## src/rtl/bus_xfer_ctrl.sv

```systemverilog
// Register-to-register transfer controller for the shared tri-state datapath bus.
// Define XFER_TURNAROUND_EN to insert one bus-idle TURN cycle between back-to-back transfers.
module bus_xfer_ctrl #(
  parameter int N_SRC = 8,
  parameter int N_DST = 8,
  parameter int W     = 16,
  parameter int SRC_W = $clog2(N_SRC),
  parameter int DST_W = $clog2(N_DST)
) (
  input  logic             clk,
  input  logic             reset,
  input  logic             req_valid,
  input  logic [SRC_W-1:0] req_src,
  input  logic [DST_W-1:0] req_dst,
  output logic             req_ready,
  input  logic [W-1:0]     bus_in,
  output logic [N_SRC-1:0] src_en,
  output logic [N_DST-1:0] dst_load,
  output logic [W-1:0]     dst_data,
  output logic             busy,
  output logic             done,
  output logic             err
);

  localparam logic [2:0] IDLE    = 3'd0;
  localparam logic [2:0] DRIVE   = 3'd1;
  localparam logic [2:0] CAPTURE = 3'd2;
  localparam logic [2:0] LOAD    = 3'd3;
`ifdef XFER_TURNAROUND_EN
  localparam logic [2:0] TURN    = 3'd4;
`endif

  logic [2:0]       state_reg, state_next;
  logic [SRC_W-1:0] q_src [2];
  logic [DST_W-1:0] q_dst [2];
  logic             rd_ptr_reg, wr_ptr_reg;
  logic [1:0]       count_reg;
  logic [SRC_W-1:0] cur_src_reg;
  logic [DST_W-1:0] cur_dst_reg;
  logic [W-1:0]     data_reg;
  logic             err_reg;

  logic             push, pop, head_ok;
  logic [SRC_W-1:0] head_src;
  logic [DST_W-1:0] head_dst;

  assign req_ready = (count_reg != 2'd2);
  assign push      = req_valid && req_ready;
  assign head_src  = q_src[rd_ptr_reg];
  assign head_dst  = q_dst[rd_ptr_reg];
  // Range check happens at pop so a bad request still consumes its queue slot.
  assign head_ok   = (int'(head_src) < N_SRC) && (int'(head_dst) < N_DST);

  always_comb begin
    state_next = state_reg;
    pop        = 1'b0;
    case (state_reg)
      IDLE: begin
        if (count_reg != 2'd0) begin
          pop        = 1'b1;
          state_next = head_ok ? DRIVE : IDLE;
        end
      end
      DRIVE:   state_next = CAPTURE;
      CAPTURE: state_next = LOAD;
      LOAD: begin
`ifdef XFER_TURNAROUND_EN
        state_next = (count_reg != 2'd0) ? TURN : IDLE;
`else
        if (count_reg != 2'd0) begin
          pop        = 1'b1;
          state_next = head_ok ? DRIVE : IDLE;
        end else begin
          state_next = IDLE;
        end
`endif
      end
`ifdef XFER_TURNAROUND_EN
      TURN: begin
        if (count_reg != 2'd0) begin
          pop        = 1'b1;
          state_next = head_ok ? DRIVE : IDLE;
        end else begin
          state_next = IDLE;
        end
      end
`endif
      default: state_next = IDLE;
    endcase
  end

  // Queue storage carries no reset; validity is tracked by count_reg alone.
  always_ff @(posedge clk) begin
    if (push) begin
      q_src[wr_ptr_reg] <= req_src;
      q_dst[wr_ptr_reg] <= req_dst;
    end
  end

  always_ff @(posedge clk or posedge reset) begin
    if (reset) begin
      state_reg   <= IDLE;
      rd_ptr_reg  <= 1'b0;
      wr_ptr_reg  <= 1'b0;
      count_reg   <= 2'd0;
      cur_src_reg <= '0;
      cur_dst_reg <= '0;
      data_reg    <= '0;
      err_reg     <= 1'b0;
    end else begin
      state_reg <= state_next;
      count_reg <= count_reg + {1'b0, push} - {1'b0, pop};
      if (push) wr_ptr_reg <= ~wr_ptr_reg;
      if (pop) begin
        rd_ptr_reg  <= ~rd_ptr_reg;
        cur_src_reg <= head_src;
        cur_dst_reg <= head_dst;
        if (!head_ok) err_reg <= 1'b1;
      end
      if (state_reg == CAPTURE) data_reg <= bus_in;
    end
  end

  generate
    for (genvar gi = 0; gi < N_SRC; gi++) begin : g_src
      assign src_en[gi] = ((state_reg == DRIVE) || (state_reg == CAPTURE)) &&
                          (int'(cur_src_reg) == gi);
    end
    for (genvar gi = 0; gi < N_DST; gi++) begin : g_dst
      assign dst_load[gi] = (state_reg == LOAD) && (int'(cur_dst_reg) == gi);
    end
  endgenerate

  assign dst_data = data_reg;
  assign done     = (state_reg == LOAD);
  assign busy     = (state_reg != IDLE) || (count_reg != 2'd0);
  assign err      = err_reg;

endmodule

```

## config.mk

```make
export PLATFORM = sky130hd
export DESIGN_NAME = bus_xfer_ctrl
export DESIGN_NICKNAME = d
export VERILOG_FILES = /design/src/rtl/bus_xfer_ctrl.sv
export SDC_FILE = /design/constraint.sdc
export NUM_CORES = 1
export LEC_CHECK = 0
export ABC_AREA = 1
export BUFFER_PORTS_ARGS = -buffer_cell sky130_fd_sc_hd__buf_2
export CORE_MARGIN = 4
export CORE_UTILIZATION = 40
export CTS_CLUSTER_DIAMETER = 80
export CTS_CLUSTER_SIZE = 14
export DETAILED_ROUTE_END_ITERATION = 6
export PLACE_DENSITY = 0.66
export SKIP_LAST_GASP = 1
export SLEW_MARGIN = 20
export SYNTH_ARGS = -nofsm -noshare
export SYNTH_HDL_FRONTEND = slang
export SYNTH_SLANG_ARGS = --single-unit
export TNS_END_PERCENT = 100
```

## constraint.sdc

```tcl
create_clock -name clk -period 5.15 [get_ports clk]
set_clock_uncertainty 0.05 [all_clocks]
set_input_delay 0.7725 -clock clk [delete_from_list [all_inputs] [get_ports clk]]
set_output_delay 0.7725 -clock clk [all_outputs]
set_load 0.02 [all_outputs]
```

==> reports/qor.yml <==
status:
  status: "completed"
global_routing:
  grt_use_total: 0.128
  overflow: 0
  grt_pass1_wl_um: 5550
  grt_start_max_net_pins: 29
  grt_antenna_before_repair: 0
  grt_pass1_vias: 1260
placed_design:
  gp_congestion: 0.680
  dp.cells: 307
  numPortBuffers: 59
  dp_hpwl_um: 2670
final_layout:
  final.fill_count: 424
  multi_input_area_um2: 629
  mostFrequentLayoutCells: "nand2_1, buf_2, dfrtp_1, nor2_1, inv_1"
  diodes: 0
  largest_reg_flops: 16
  regArea_um2: 1060
  drive_gt1_frac: 0.274
  layout_commonest_cell: "nand2_1"
  layout.cells.non_filler: 315
  syn2layout_area_growth_pct: 22.0
  fin_nets: 293
floorplan:
  row_count: 24
  die_h_um: 75.3
  die_w_um: 75.3
  start_util: 0.414
  core_um2: 4380
  fp.dieArea_um2: 5680
  num_io_pins: 61
worst_setup_path:
  path_delay_family: "adder cells"
  path_buf_inv: 2
  critPathArrivalTime_ns: 1.68
  cp.required_ns: 4.33
  r2r-start: "state_reg[0]"
  cp-end-kind: "output port"
  path_class: "register to output port"
  startpoint_type: "register"
  cp_max_fo: 5
  cp_cell_sequence: "inv_1 > ha_1 > nand2_1 > nor2_1 > buf_2"
  cpPeakStageDelay_ns: 0.46
  cp_slowest_cell: "ha_1"
  crit_start: "state_reg[0]"
synthesis:
  async_flop_share: 0.700
  synth_flop_cell: "dfrtp_1"
  synth-seq-cells: 40
  ys_types: 19
  seq_area_frac_synth: 0.585
  synth_nets: 233
  ys_warn_count: 0
  synth_edf_count: 12
  netlist_area_um2: 1810
  synthCells: 202
  syn_area_per_cell_um2: 8.98
clock_tree:
  path_clk_slew_ns: 0.07
  ctsResizeCount: 0
  cts_tree: "done"
  postCtsSetupRepairBufs: 0
  ctsRootBufferMaster: "clkbuf_8"
  cts_sinks: 40
  h-tree-depth: 2
  clockBufferDepth: 2
  ctsHoldBuffers: 0
  cts_made_buffers: 5
  clk_latency_ns: 0.27
pwr:
  p_per_area_nw_per_um2: 664
  max-vdd-ir-drop_v: 0.000266
  leakagePower_nw: 1.20
routing:
  vias: 1381
  drtPass1Iterations: 4
  ant_nets: 0
  routed_wl_um: 3490
  route.detailed.vias_per_inst: 4.38
  wl_per_cell_um: 11.1
  drc_errors: 0
  drt_iter0_drc: 29
timing:
  period_minus_slack_ns: 2.51
  fmax_ghz: 0.399
  maxSlewViolCount: 0
  finalSetupViolations: 0
  hold_viol: 0
  relSlewSlack: 0.599
  finalCritPeriodShare: 0.486
  rsz0062_at_grt: "false"
  worst_pin_slew_ns: 0.602
  setup_tns_ns: 0
worst_hold_path:
  hold_path.class: "register to register"
  hold_start: "dst_data[11]"
job:
  cap_violations: 0
report_power, final:
group	internal, mW	switching [mW]	total, mW
sequential	0.468	0.0856	0.554
clock	0.0942	0.0948	0.189
combinational	0.238	0.488	0.726
cell type report:
| cell class | count | area share |
|---|---|---|
| Sequential cell | 40 | 0.479 |
| Tap cell | 52 | 0.0294 |
| Clock buffer | 7 | 0.0345 |
| Multi-Input combinational cell | 134 | 0.284 |
| Inverter | 22 | 0.0373 |
| Timing Repair Buffer | 59 | 0.133 |
| Clock inverter | 1 | 0.00170 |
worst min-delay path, stage by stage (launching register included):
cell	delay [ns]
dfrtp_1	0.34
nand2_1	0.05
nand2_1	0.05
synth_stat cells, types with 2 or more instances:
master | count | area share
nand2_1 | 81 | 0.17
nor2_1 | 24 | 0.050
ha_1 | 6 | 0.041
edfxtp_1 | 12 | 0.20
dfrtp_1 | 28 | 0.39
buf_2 | 3 | 0.0083
buf_4 | 2 | 0.0083
inv_1 | 22 | 0.046
o21ai_0 | 12 | 0.033
o21ai_2 | 3 | 0.014
path summary, 6_finish.rpt:
kind,cells past startpoint,endpoint,slack (ns)
max,5,src_en[1],2.64
min,2,dst_data[11],0.42
max reg2reg,10,count_reg[1],3.13
min reg2reg,2,dst_data[11],0.42
max in group asynchronous,2,wr_ptr_reg,4.16
min in group asynchronous,2,dst_data[12],0.50
stage by stage:
step | hold WS [ns] | total power [mW] | cell area (µm²) | setup slack (ns) | util
detailed placement | 0.407 | 1.30 | 2130 | 2.93 | 0.487
global route | 0.455 | 1.61 | 2210 | 2.48 | 0.505
global placement | 0.402 | 1.28 | 2130 | 3.00 | 0.487
CTS | 0.425 | 1.49 | 2210 | 2.63 | 0.505
floorplan | 0.436 | 1.11 | 1810 | 3.01 | -
finish | 0.419 | 1.47 | 2210 | 2.64 | 0.505
cells by family after synthesis:
group,synth area share
and+or+nand+nor,0.246
DFF,0.585
buffers and inverters,0.0683
AOI/OAI and AO/OA,0.0476
adders and majority gates,0.0414
xor gates and xnor gates,0.00966
other,0.00207
metal layers:
metal  track usage  up-vias  wire length [µm]
li1              -      730                 -
met1         0.166      620              1610
met2         0.210       27              1680
met3        0.0317        4               147
met4        0.0408        0                45
met5             0        -                 0
Note: power is estimated with default switching activity, not from simulation.
